`config.mk`:
```
export PLATFORM = sky130hd
export DESIGN_NAME = ts_sync_framer_flat
export DESIGN_NICKNAME = d
export VERILOG_FILES = /design/src/rtl/ts_sync_framer_if.sv /design/src/rtl/ts_sync_framer.sv /design/src/flat_wrapper.sv
export SDC_FILE = /design/constraint.sdc
export NUM_CORES = 1
export LEC_CHECK = 0
export ABC_CLOCK_PERIOD_IN_PS = 6400
export BUFFER_PORTS_ARGS = -buffer_cell sky130_fd_sc_hd__buf_2
export CORE_UTILIZATION = 60
export DETAILED_ROUTE_END_ITERATION = 7
export PLACE_DENSITY = 0.85
export SYNTH_ARGS = -nofsm -noshare
export SYNTH_HDL_FRONTEND = slang
export SYNTH_SLANG_ARGS = --single-unit
```
`constraint.sdc`:
```
create_clock -name clk -period 6.4 [get_ports clk]
set_clock_uncertainty 0.1 [all_clocks]
set_input_delay 0.64 -clock clk [delete_from_list [all_inputs] [get_ports clk]]
set_output_delay 0.64 -clock clk [all_outputs]
set_load 0.02 [all_outputs]
```
`src/rtl/ts_sync_framer_if.sv`:
```
// Byte-stream in / framed-stream out bundle for one TS framer instance.
interface ts_sync_framer_if #(
    parameter int DATA_WIDTH = 8,
    parameter int CNT_WIDTH  = 16
);
    logic [DATA_WIDTH-1:0] byte_in;
    logic                  byte_valid;
    logic [DATA_WIDTH-1:0] data_out;
    logic                  data_valid;
    logic                  sop;
    logic                  eop;
    logic                  locked;
    logic [CNT_WIDTH-1:0]  pkt_count;
    logic [CNT_WIDTH-1:0]  sync_err_count;

    modport master (
        output byte_in, byte_valid,
        input  data_out, data_valid, sop, eop, locked, pkt_count, sync_err_count
    );

    modport slave (
        input  byte_in, byte_valid,
        output data_out, data_valid, sop, eop, locked, pkt_count, sync_err_count
    );
endinterface

```
`src/rtl/ts_sync_framer.sv`:
```
// MPEG-2 TS framer: hunts for 0x47 at PKT_LEN spacing, locks, flywheels through
// corrupted syncs and forwards whole packets with sop/eop and QoS counters.
module ts_sync_framer #(
    parameter int                    DATA_WIDTH   = 8,
    parameter int                    PKT_LEN      = 188,
    parameter logic [DATA_WIDTH-1:0] SYNC_BYTE    = 8'h47,
    parameter int                    LOCK_COUNT   = 3,
    parameter int                    UNLOCK_COUNT = 3,
    parameter int                    CNT_WIDTH    = 16
) (
    input logic clk,
    input logic rst,
    ts_sync_framer_if.slave ts
);
    localparam int POS_W = $clog2(PKT_LEN);
    localparam int GW    = $clog2(LOCK_COUNT + 1);
    localparam int MW    = $clog2(UNLOCK_COUNT + 1);

    localparam logic [POS_W-1:0] LAST_POS = POS_W'(PKT_LEN - 1);
    localparam logic [GW-1:0]    LOCK_C   = GW'(LOCK_COUNT);
    localparam logic [MW-1:0]    UNLOCK_C = MW'(UNLOCK_COUNT);

    localparam logic [1:0] ST_HUNT   = 2'd0;
    localparam logic [1:0] ST_VERIFY = 2'd1;
    localparam logic [1:0] ST_LOCKED = 2'd2;

    logic [1:0]            state_q, state_d;
    logic [POS_W-1:0]      pos_q, pos_d;
    logic [GW-1:0]         good_q, good_d;
    logic [MW-1:0]         miss_q, miss_d;
    logic [DATA_WIDTH-1:0] data_q, data_d;
    logic                  dv_q, dv_d, sop_q, sop_d, eop_q, eop_d;
    logic [CNT_WIDTH-1:0]  pkt_q, pkt_d, err_q, err_d;

    logic             is_sync, at_sync, fwd, bad;
    logic [POS_W-1:0] pos_nxt;
    logic [GW-1:0]    good_inc;
    logic [MW-1:0]    miss_inc;

    assign is_sync  = (ts.byte_in == SYNC_BYTE);
    assign at_sync  = (pos_q == '0);
    assign pos_nxt  = (pos_q == LAST_POS) ? '0 : pos_q + 1'b1;
    assign good_inc = good_q + 1'b1;
    assign miss_inc = miss_q + 1'b1;

    always_comb begin
        state_d = state_q;
        pos_d   = pos_q;
        good_d  = good_q;
        miss_d  = miss_q;
        fwd     = 1'b0;
        bad     = 1'b0;
        if (ts.byte_valid) begin
            case (state_q)
                ST_HUNT: begin
                    if (is_sync) begin
                        state_d = ST_VERIFY;
                        good_d  = GW'(1);
                        pos_d   = POS_W'(1);
                    end
                end
                ST_VERIFY: begin
                    pos_d = pos_nxt;
                    if (at_sync) begin
                        if (is_sync) begin
                            good_d = good_inc;
                            if (good_inc == LOCK_C) begin
                                state_d = ST_LOCKED;
                                miss_d  = '0;
                                fwd     = 1'b1;
                            end
                        end else begin
                            // Failed candidate; this byte is deliberately not re-hunted.
                            state_d = ST_HUNT;
                            good_d  = '0;
                            pos_d   = '0;
                        end
                    end
                end
                ST_LOCKED: begin
                    pos_d = pos_nxt;
                    fwd   = 1'b1;
                    if (at_sync) begin
                        if (is_sync) begin
                            miss_d = '0;
                        end else begin
                            bad = 1'b1;
                            if (miss_inc == UNLOCK_C) begin
                                state_d = ST_HUNT;
                                pos_d   = '0;
                                good_d  = '0;
                                miss_d  = '0;
                                fwd     = 1'b0;
                            end else begin
                                miss_d = miss_inc;
                            end
                        end
                    end
                end
                default: state_d = ST_HUNT;
            endcase
        end
    end

    always_comb begin
        data_d = fwd ? ts.byte_in : data_q;
        dv_d   = fwd;
        sop_d  = fwd && at_sync;
        eop_d  = fwd && (pos_q == LAST_POS);
        pkt_d  = (sop_d && pkt_q != '1) ? pkt_q + 1'b1 : pkt_q;
        err_d  = (bad && err_q != '1) ? err_q + 1'b1 : err_q;
    end

    always_ff @(posedge clk or posedge rst) begin
        if (rst) begin
            state_q <= ST_HUNT;
            pos_q   <= '0;
            good_q  <= '0;
            miss_q  <= '0;
            data_q  <= '0;
            dv_q    <= 1'b0;
            sop_q   <= 1'b0;
            eop_q   <= 1'b0;
            pkt_q   <= '0;
            err_q   <= '0;
        end else begin
            state_q <= state_d;
            pos_q   <= pos_d;
            good_q  <= good_d;
            miss_q  <= miss_d;
            data_q  <= data_d;
            dv_q    <= dv_d;
            sop_q   <= sop_d;
            eop_q   <= eop_d;
            pkt_q   <= pkt_d;
            err_q   <= err_d;
        end
    end

    assign ts.data_out       = data_q;
    assign ts.data_valid     = dv_q;
    assign ts.sop            = sop_q;
    assign ts.eop            = eop_q;
    assign ts.locked         = (state_q == ST_LOCKED);
    assign ts.pkt_count      = pkt_q;
    assign ts.sync_err_count = err_q;
endmodule

```
`src/flat_wrapper.sv`:
```
// flat-port wrapper written by rule: the top's interface ports become plain ports
module ts_sync_framer_flat 
#(
    parameter int                    DATA_WIDTH   = 8,
    parameter int                    PKT_LEN      = 188,
    parameter logic [DATA_WIDTH-1:0] SYNC_BYTE    = 8'h47,
    parameter int                    LOCK_COUNT   = 3,
    parameter int                    UNLOCK_COUNT = 3,
    parameter int                    CNT_WIDTH    = 16
)
  (clk, rst, ts_byte_in, ts_byte_valid, ts_data_out, ts_data_valid, ts_sop, ts_eop, ts_locked, ts_pkt_count, ts_sync_err_count);
  ts_sync_framer_if #(.DATA_WIDTH(DATA_WIDTH), .CNT_WIDTH(CNT_WIDTH)) ts_i ();
  input logic clk;
  input logic rst;
  input wire logic [$bits(ts_i.byte_in)-1:0] ts_byte_in;
  input wire logic [$bits(ts_i.byte_valid)-1:0] ts_byte_valid;
  output wire logic [$bits(ts_i.data_out)-1:0] ts_data_out;
  output wire logic [$bits(ts_i.data_valid)-1:0] ts_data_valid;
  output wire logic [$bits(ts_i.sop)-1:0] ts_sop;
  output wire logic [$bits(ts_i.eop)-1:0] ts_eop;
  output wire logic [$bits(ts_i.locked)-1:0] ts_locked;
  output wire logic [$bits(ts_i.pkt_count)-1:0] ts_pkt_count;
  output wire logic [$bits(ts_i.sync_err_count)-1:0] ts_sync_err_count;
  assign ts_i.byte_in = ts_byte_in;
  assign ts_i.byte_valid = ts_byte_valid;
  assign ts_data_out = ts_i.data_out;
  assign ts_data_valid = ts_i.data_valid;
  assign ts_sop = ts_i.sop;
  assign ts_eop = ts_i.eop;
  assign ts_locked = ts_i.locked;
  assign ts_pkt_count = ts_i.pkt_count;
  assign ts_sync_err_count = ts_i.sync_err_count;
  ts_sync_framer #(.DATA_WIDTH(DATA_WIDTH), .PKT_LEN(PKT_LEN), .SYNC_BYTE(SYNC_BYTE), .LOCK_COUNT(LOCK_COUNT), .UNLOCK_COUNT(UNLOCK_COUNT), .CNT_WIDTH(CNT_WIDTH)) u_core (.clk(clk), .rst(rst), .ts(ts_i));
endmodule
```
* Yosys cells after proc, flatten, opt, wreduce, memory -nomap -nowiden
Cells that the tools add are included.
** Cells by class
- Eq/ne operators :: 16
- Reductions and logical operators :: 12
- $add $sub $neg :: 5
- Multiplexer cells :: 38
** Operators by type and width (count)
- two-way mux 8 bit :: 7
- adder 16 x 1 -> 16 bit, second input constant :: 2
- != test 16 bit, second input constant :: 2
- two-way mux 2 bit :: 15
- one-hot mux 8 bit (3 select lines) :: 1
- AND reduction 7 bit :: 2
- != test 2 x 1 -> 1 bit, second input constant :: 6
- one-hot mux 2 bit (3 select lines) :: 2
- two-way mux 1 bit :: 11
- adder 8 x 1 -> 8 bit, second input constant :: 1
- equality test 8 x 7 -> 1 bit, second input constant :: 1
- equality test 8 bit, second input constant :: 1
- logical NOT 8 bit :: 1
- equality test 2 bit, second input constant :: 3
- AND reduction 6 bit :: 1
- adder 2 x 1 -> 2 bit, second input constant :: 2
- logical AND 1 bit :: 4
- one-hot mux 2 bit (2 select lines) :: 1
- != test 3 bit, second input constant :: 1
- AND reduction 3 bit :: 1
- nonzero test 3 bit :: 1
- equality test 2 x 1 -> 1 bit, second input constant :: 1
- logical NOT 2 bit :: 1
- != test 2 bit, second input constant :: 1
- 2 further kinds :: 2
** Word-level totals
- Flip-flop bits (word level) :: 57
- Logic and storage cells :: 81
- Input bits :: 11

* Depth between registers and ports, before layout
- Depth after elaboration :: 9
- Mapped depth :: 9

* Worst setup path before layout
OpenSTA, ideal clock, no wires.
- Kind :: input to register
- Start :: in ts_byte_in[0]
- End :: reg u_core.data_q[0], in the netlist u_core.ts.data_out[0]
- Path slack :: 4.181 ns
- Buffers on the path :: 1
- Stages :: 6
- Arrival :: 1.992 ns
- Path through :: and4b_1 > a21boi_1 > a21boi_1 > o21bai_1 > buf_2 > mux2_1
** Between the ends
- Word-level cells in the longest chain between the ends :: 5
** RTL lines
- from (decl) :: RTL line flat_wrapper.sv:15 : input wire logic [$bits(ts_i.byte_in)-1:0] ts_byte_in;
- equality test 8 x 7 -> 1 bit :: RTL line ts_sync_framer.sv:40 : assign is_sync = (ts.byte_in == SYNC_BYTE);
- two-way mux 1 bit (on tied branches) :: RTL line ts_sync_framer.sv:84, ts_sync_framer.sv:65
- two-way mux 1 bit (on tied branches) :: RTL line ts_sync_framer.sv:83, ts_sync_framer.sv:64
- one-hot mux 1 bit (2 select lines) :: RTL line ts_sync_framer.sv:54 : case (state_q)
- two-way mux 1 bit :: RTL line ts_sync_framer.sv:53 : if (ts.byte_valid) begin
- to (signal assigned) :: RTL line ts_sync_framer.sv:131 : data_q <= data_d;
- to (decl) :: RTL line ts_sync_framer.sv:31 : logic [DATA_WIDTH-1:0] data_q, data_d;
Parallel ways exist; a longest one is shown, timed or not.
A chain may end at the register's enable or synchronous reset.

* Final worst setup path
- Start :: reg u_core.pos_q[0]
- End :: reg u_core.data_q[2], in the netlist u_core.ts.data_out[2]
** Between the ends
- Word-level cells in the longest chain between the ends :: 4
** RTL lines
- from (decl) :: RTL line ts_sync_framer.sv:28 : logic [POS_W-1:0] pos_q, pos_d;
- from (signal assigned) :: RTL line ts_sync_framer.sv:128 : pos_q <= pos_d;
- logical NOT 8 bit * :: RTL line ts_sync_framer.sv:41 : assign at_sync = (pos_q == '0);
- two-way mux 1 bit (on tied branches) :: RTL line ts_sync_framer.sv:83, ts_sync_framer.sv:64
- one-hot mux 1 bit (2 select lines) * :: RTL line ts_sync_framer.sv:54
- two-way mux 1 bit * :: RTL line ts_sync_framer.sv:53
Mark *: on every way between the ends. The rest lies on a longest branch, timed or not.

==> results_dict.tcl <==
set metrics [dict create \
    status "completed" \
    clockBufferDepth 2 \
    pin_count 55 \
    cts_made_buffers 9 \
    post_cts_buffers 0 \
    gr-total-overflow 0 \
    layout.cells.non_filler 416 \
    critPathTopFamily "compound AO/OA/AOI/OAI gates" \
    tritoncts "built" \
    finalWorstSetupSlack_ps 3390 \
    tightest_slew_ps 994 \
    place.gp.congestion 0.876 \
    use_met2_pct 40.1 \
    die_h_um 74.3 \
    synthCells 289 \
    insertion_delay_ps 340 \
    grt_pass1_wl_um 10600 \
    initial_core_util_pct 64.3 \
    rsz0062_at_grt "false" \
    hold_viol 0 \
    cts_resized 0 \
    use_met3_pct 9.76 \
    clockRootBuffer "clkbuf_8" \
    synth.distinct_cells 48 \
    drc 0 \
    fmax_mhz 332 \
    setup_viol_count_final 0 \
    ant_nets 0 \
    endpoint_kind "register" \
    crit_path_top_delay_cell "a21boi_1" \
    fp.dieArea_mm2 0.00552 \
    synth_seq_cells 57 \
    antenna_cells 0 \
    yosys_warnings 0 \
    io_buffers 54 \
    cp_max_fo 13 \
    placedCellCount 400 \
    maxCapViolCount 0 \
    syn_nets 310 \
    crit_required_ps 6500 \
    viasPerCell 5.88 \
    drt_iter0_drc 179 \
    layout-drive-gt1-share_pct 26.9 \
    syn_area_per_cell_um2 10.8 \
    dp_slack_ps 3130 \
    max-vdd-ir-drop_v 0.000231 \
    slowest_delay_ps 700 \
    r2r_cells 7 \
    hp-class "in -> async" \
    synth_seq_area_share_pct 45.5 \
    path_buf_inv 1 \
    rows 25 \
    antenna_found_initial 0 \
    cp_num_cells 7 \
    core-area_mm2 0.00488 \
    firstDrtPassIters 4 \
    hpwlAfterDp_um 4440 \
    htree_levels 3 \
    hold_buffers 0 \
    grt_max_degree 58 \
    grtUsageTotal_pct 26.0 \
    drt_wl_total_um 6420 \
    wl_per_cell_um 15.4 \
    die_width_um 74.3 \
    start_kind "register" \
    maxSlewViolCount 0 \
    syn-cell-area_mm2 0.00314 \
    num_vias 2447 \
    met1_usage_pct 33.5 \
    period_minus_slack_ps 3010 \
    grt_pass1_vias 2287 \
    nNetsFinal 365 \
    syn2layout_area_growth_pct 16.6 \
    clk_pin_slew_ps 70 \
    cts_sinks 57 \
    busiest_layer "met2" \
    fin_crit_sh_pct 47.1 \
    fin_tns_setup_ps 0 \
    worstSetupPathType "reg -> reg" \
    arrival_ps 3120 \
    crit_chain "inv_1, ha_1, nor4b_4, and2_1, a21boi_1, o21bai_1, mux2_1" \
    powerDensity_mw_per_mm2 259 \
    leakagePower_uw 0.00179 \
    timing.slew.headroom_pct 33.6 \
]
-- synth_stat cells (all sizes together) --
library cell | instances | area share, %
buf | 6 | 1.5
or4b | 1 | 0.44
and3 | 16 | 3.2
a22o | 1 | 0.28
and4b | 1 | 0.32
nor4 | 2 | 0.88
nor3b | 1 | 0.24
mux2 | 13 | 4.8
nand3 | 31 | 6.1
a21oi | 3 | 0.48
nor2 | 11 | 1.3
a22oi | 1 | 0.24
nor4b | 2 | 1.5
o31ai | 1 | 0.24
a2111oi | 1 | 0.88
nand2 | 17 | 2.2
a21boi | 4 | 0.96
o2111ai | 10 | 2.8
o211ai | 3 | 0.72
xor2 | 1 | 0.28
o21ai | 6 | 1.2
nand4b | 2 | 0.56
o32ai | 1 | 0.88
nand4 | 16 | 3.2
dfrtp | 57 | 45
nand3b | 1 | 0.24
inv | 11 | 1.3
ha | 10 | 4.0
xnor2 | 29 | 8.1
nor3 | 6 | 1.1
o21bai | 1 | 0.24
o311ai | 1 | 0.28
o22ai | 1 | 0.20
and2 | 11 | 2.2
nor2b | 2 | 0.40
and4 | 2 | 0.56
clkbuf | 6 | 0.72
-- through the flow --
step                utilization, %  power, uW  hold WS, ps  instance area, um2
floorplan                        -        537          362                3140
global placement              70.4        574          374                3430
detailed placement            70.4        579          382                3430
CTS                           74.9        952          398                3650
global route                  74.9        993          413                3650
finish                        74.9        947          376                3650
-- registers in the layout, summed over array words and instances (netlist names) --
register	flops
u_core.miss_q	2
u_core.good_q	2
u_core.ts.sop	1
u_core.pos_q	8
u_core.ts.data_out	8
u_core.state_q	2
u_core.ts.eop	1
u_core.ts.sync_err_count	16
u_core.ts.data_valid	1
u_core.ts.pkt_count	16
-- power by group --
group	internal [uW]	switching (uW)	total [uW]	leakage [uW]
Clock	229	144	373	0.000113
Combinational	71.3	110	182	0.000888
Sequential	375	17.7	392	0.000789
Total	675	272	947	0.00179
-- metal layers --
layer / wire, um / part of all wire [%]
met1: 2830 / 44
met2: 3110 / 48
met3: 359 / 5.6
met4: 113 / 1.8
met5: 0 / 0
-- cells in the final DEF, fill, tap and decap left out, types with 3 or more instances in the layout --
cell type and count:
a21boi_1 3, a21oi_1 3, and2_1 11, and3_1 16, buf_2 54, clkbuf_8 10
dfrtp_1 57, ha_1 10, inv_1 10, mux2_1 9, mux2_2 3, nand2_1 15
nand3_1 24, nand3_2 7, nand4_1 16, nor2_1 11, nor3_1 5, o2111ai_1 10
o211ai_1 3, xnor2_1 29
-- path summary, 6_finish.rpt --
path	from	endpoint	slack, ps
min in group clk	u_core.ts.data_out[1]	u_core.ts.data_out[1]	390
max in group asynchronous	rst	u_core.ts.data_out[2]	5330
worst max register to register	u_core.pos_q[0]	u_core.ts.data_out[2]	3390
worst min register to register	u_core.ts.data_out[1]	u_core.ts.data_out[1]	390
worst max-delay path	u_core.pos_q[0]	u_core.ts.data_out[2]	3390
worst min-delay path	rst	u_core.ts.pkt_count[11]	380
-- tightest hold or removal path, stage by stage --
cell	delay [ps]
buf_2	100
inv_2	30
buf_4	540
-- cells by family after synthesis --
group / Yosys count / share of synthesized area (%)
simple gates: 122 / 24.4
mux: 13 / 4.79
xor+xnor: 30 / 8.38
flops: 57 / 45.5
buf+inv: 23 / 3.55
compound gates: 34 / 9.38
fa+ha+maj: 10 / 3.99
-- final cells by class --
cell class	count	area, um2
multi-input combinational	209	1600
sequential	57	1430
fill	368	1220
timing repair buffer	56	285
clock buffer	11	141
tap	67	83.8
clock inverter	5	78.8
inverter	11	41.3
Power figures use the tool's default switching activity.
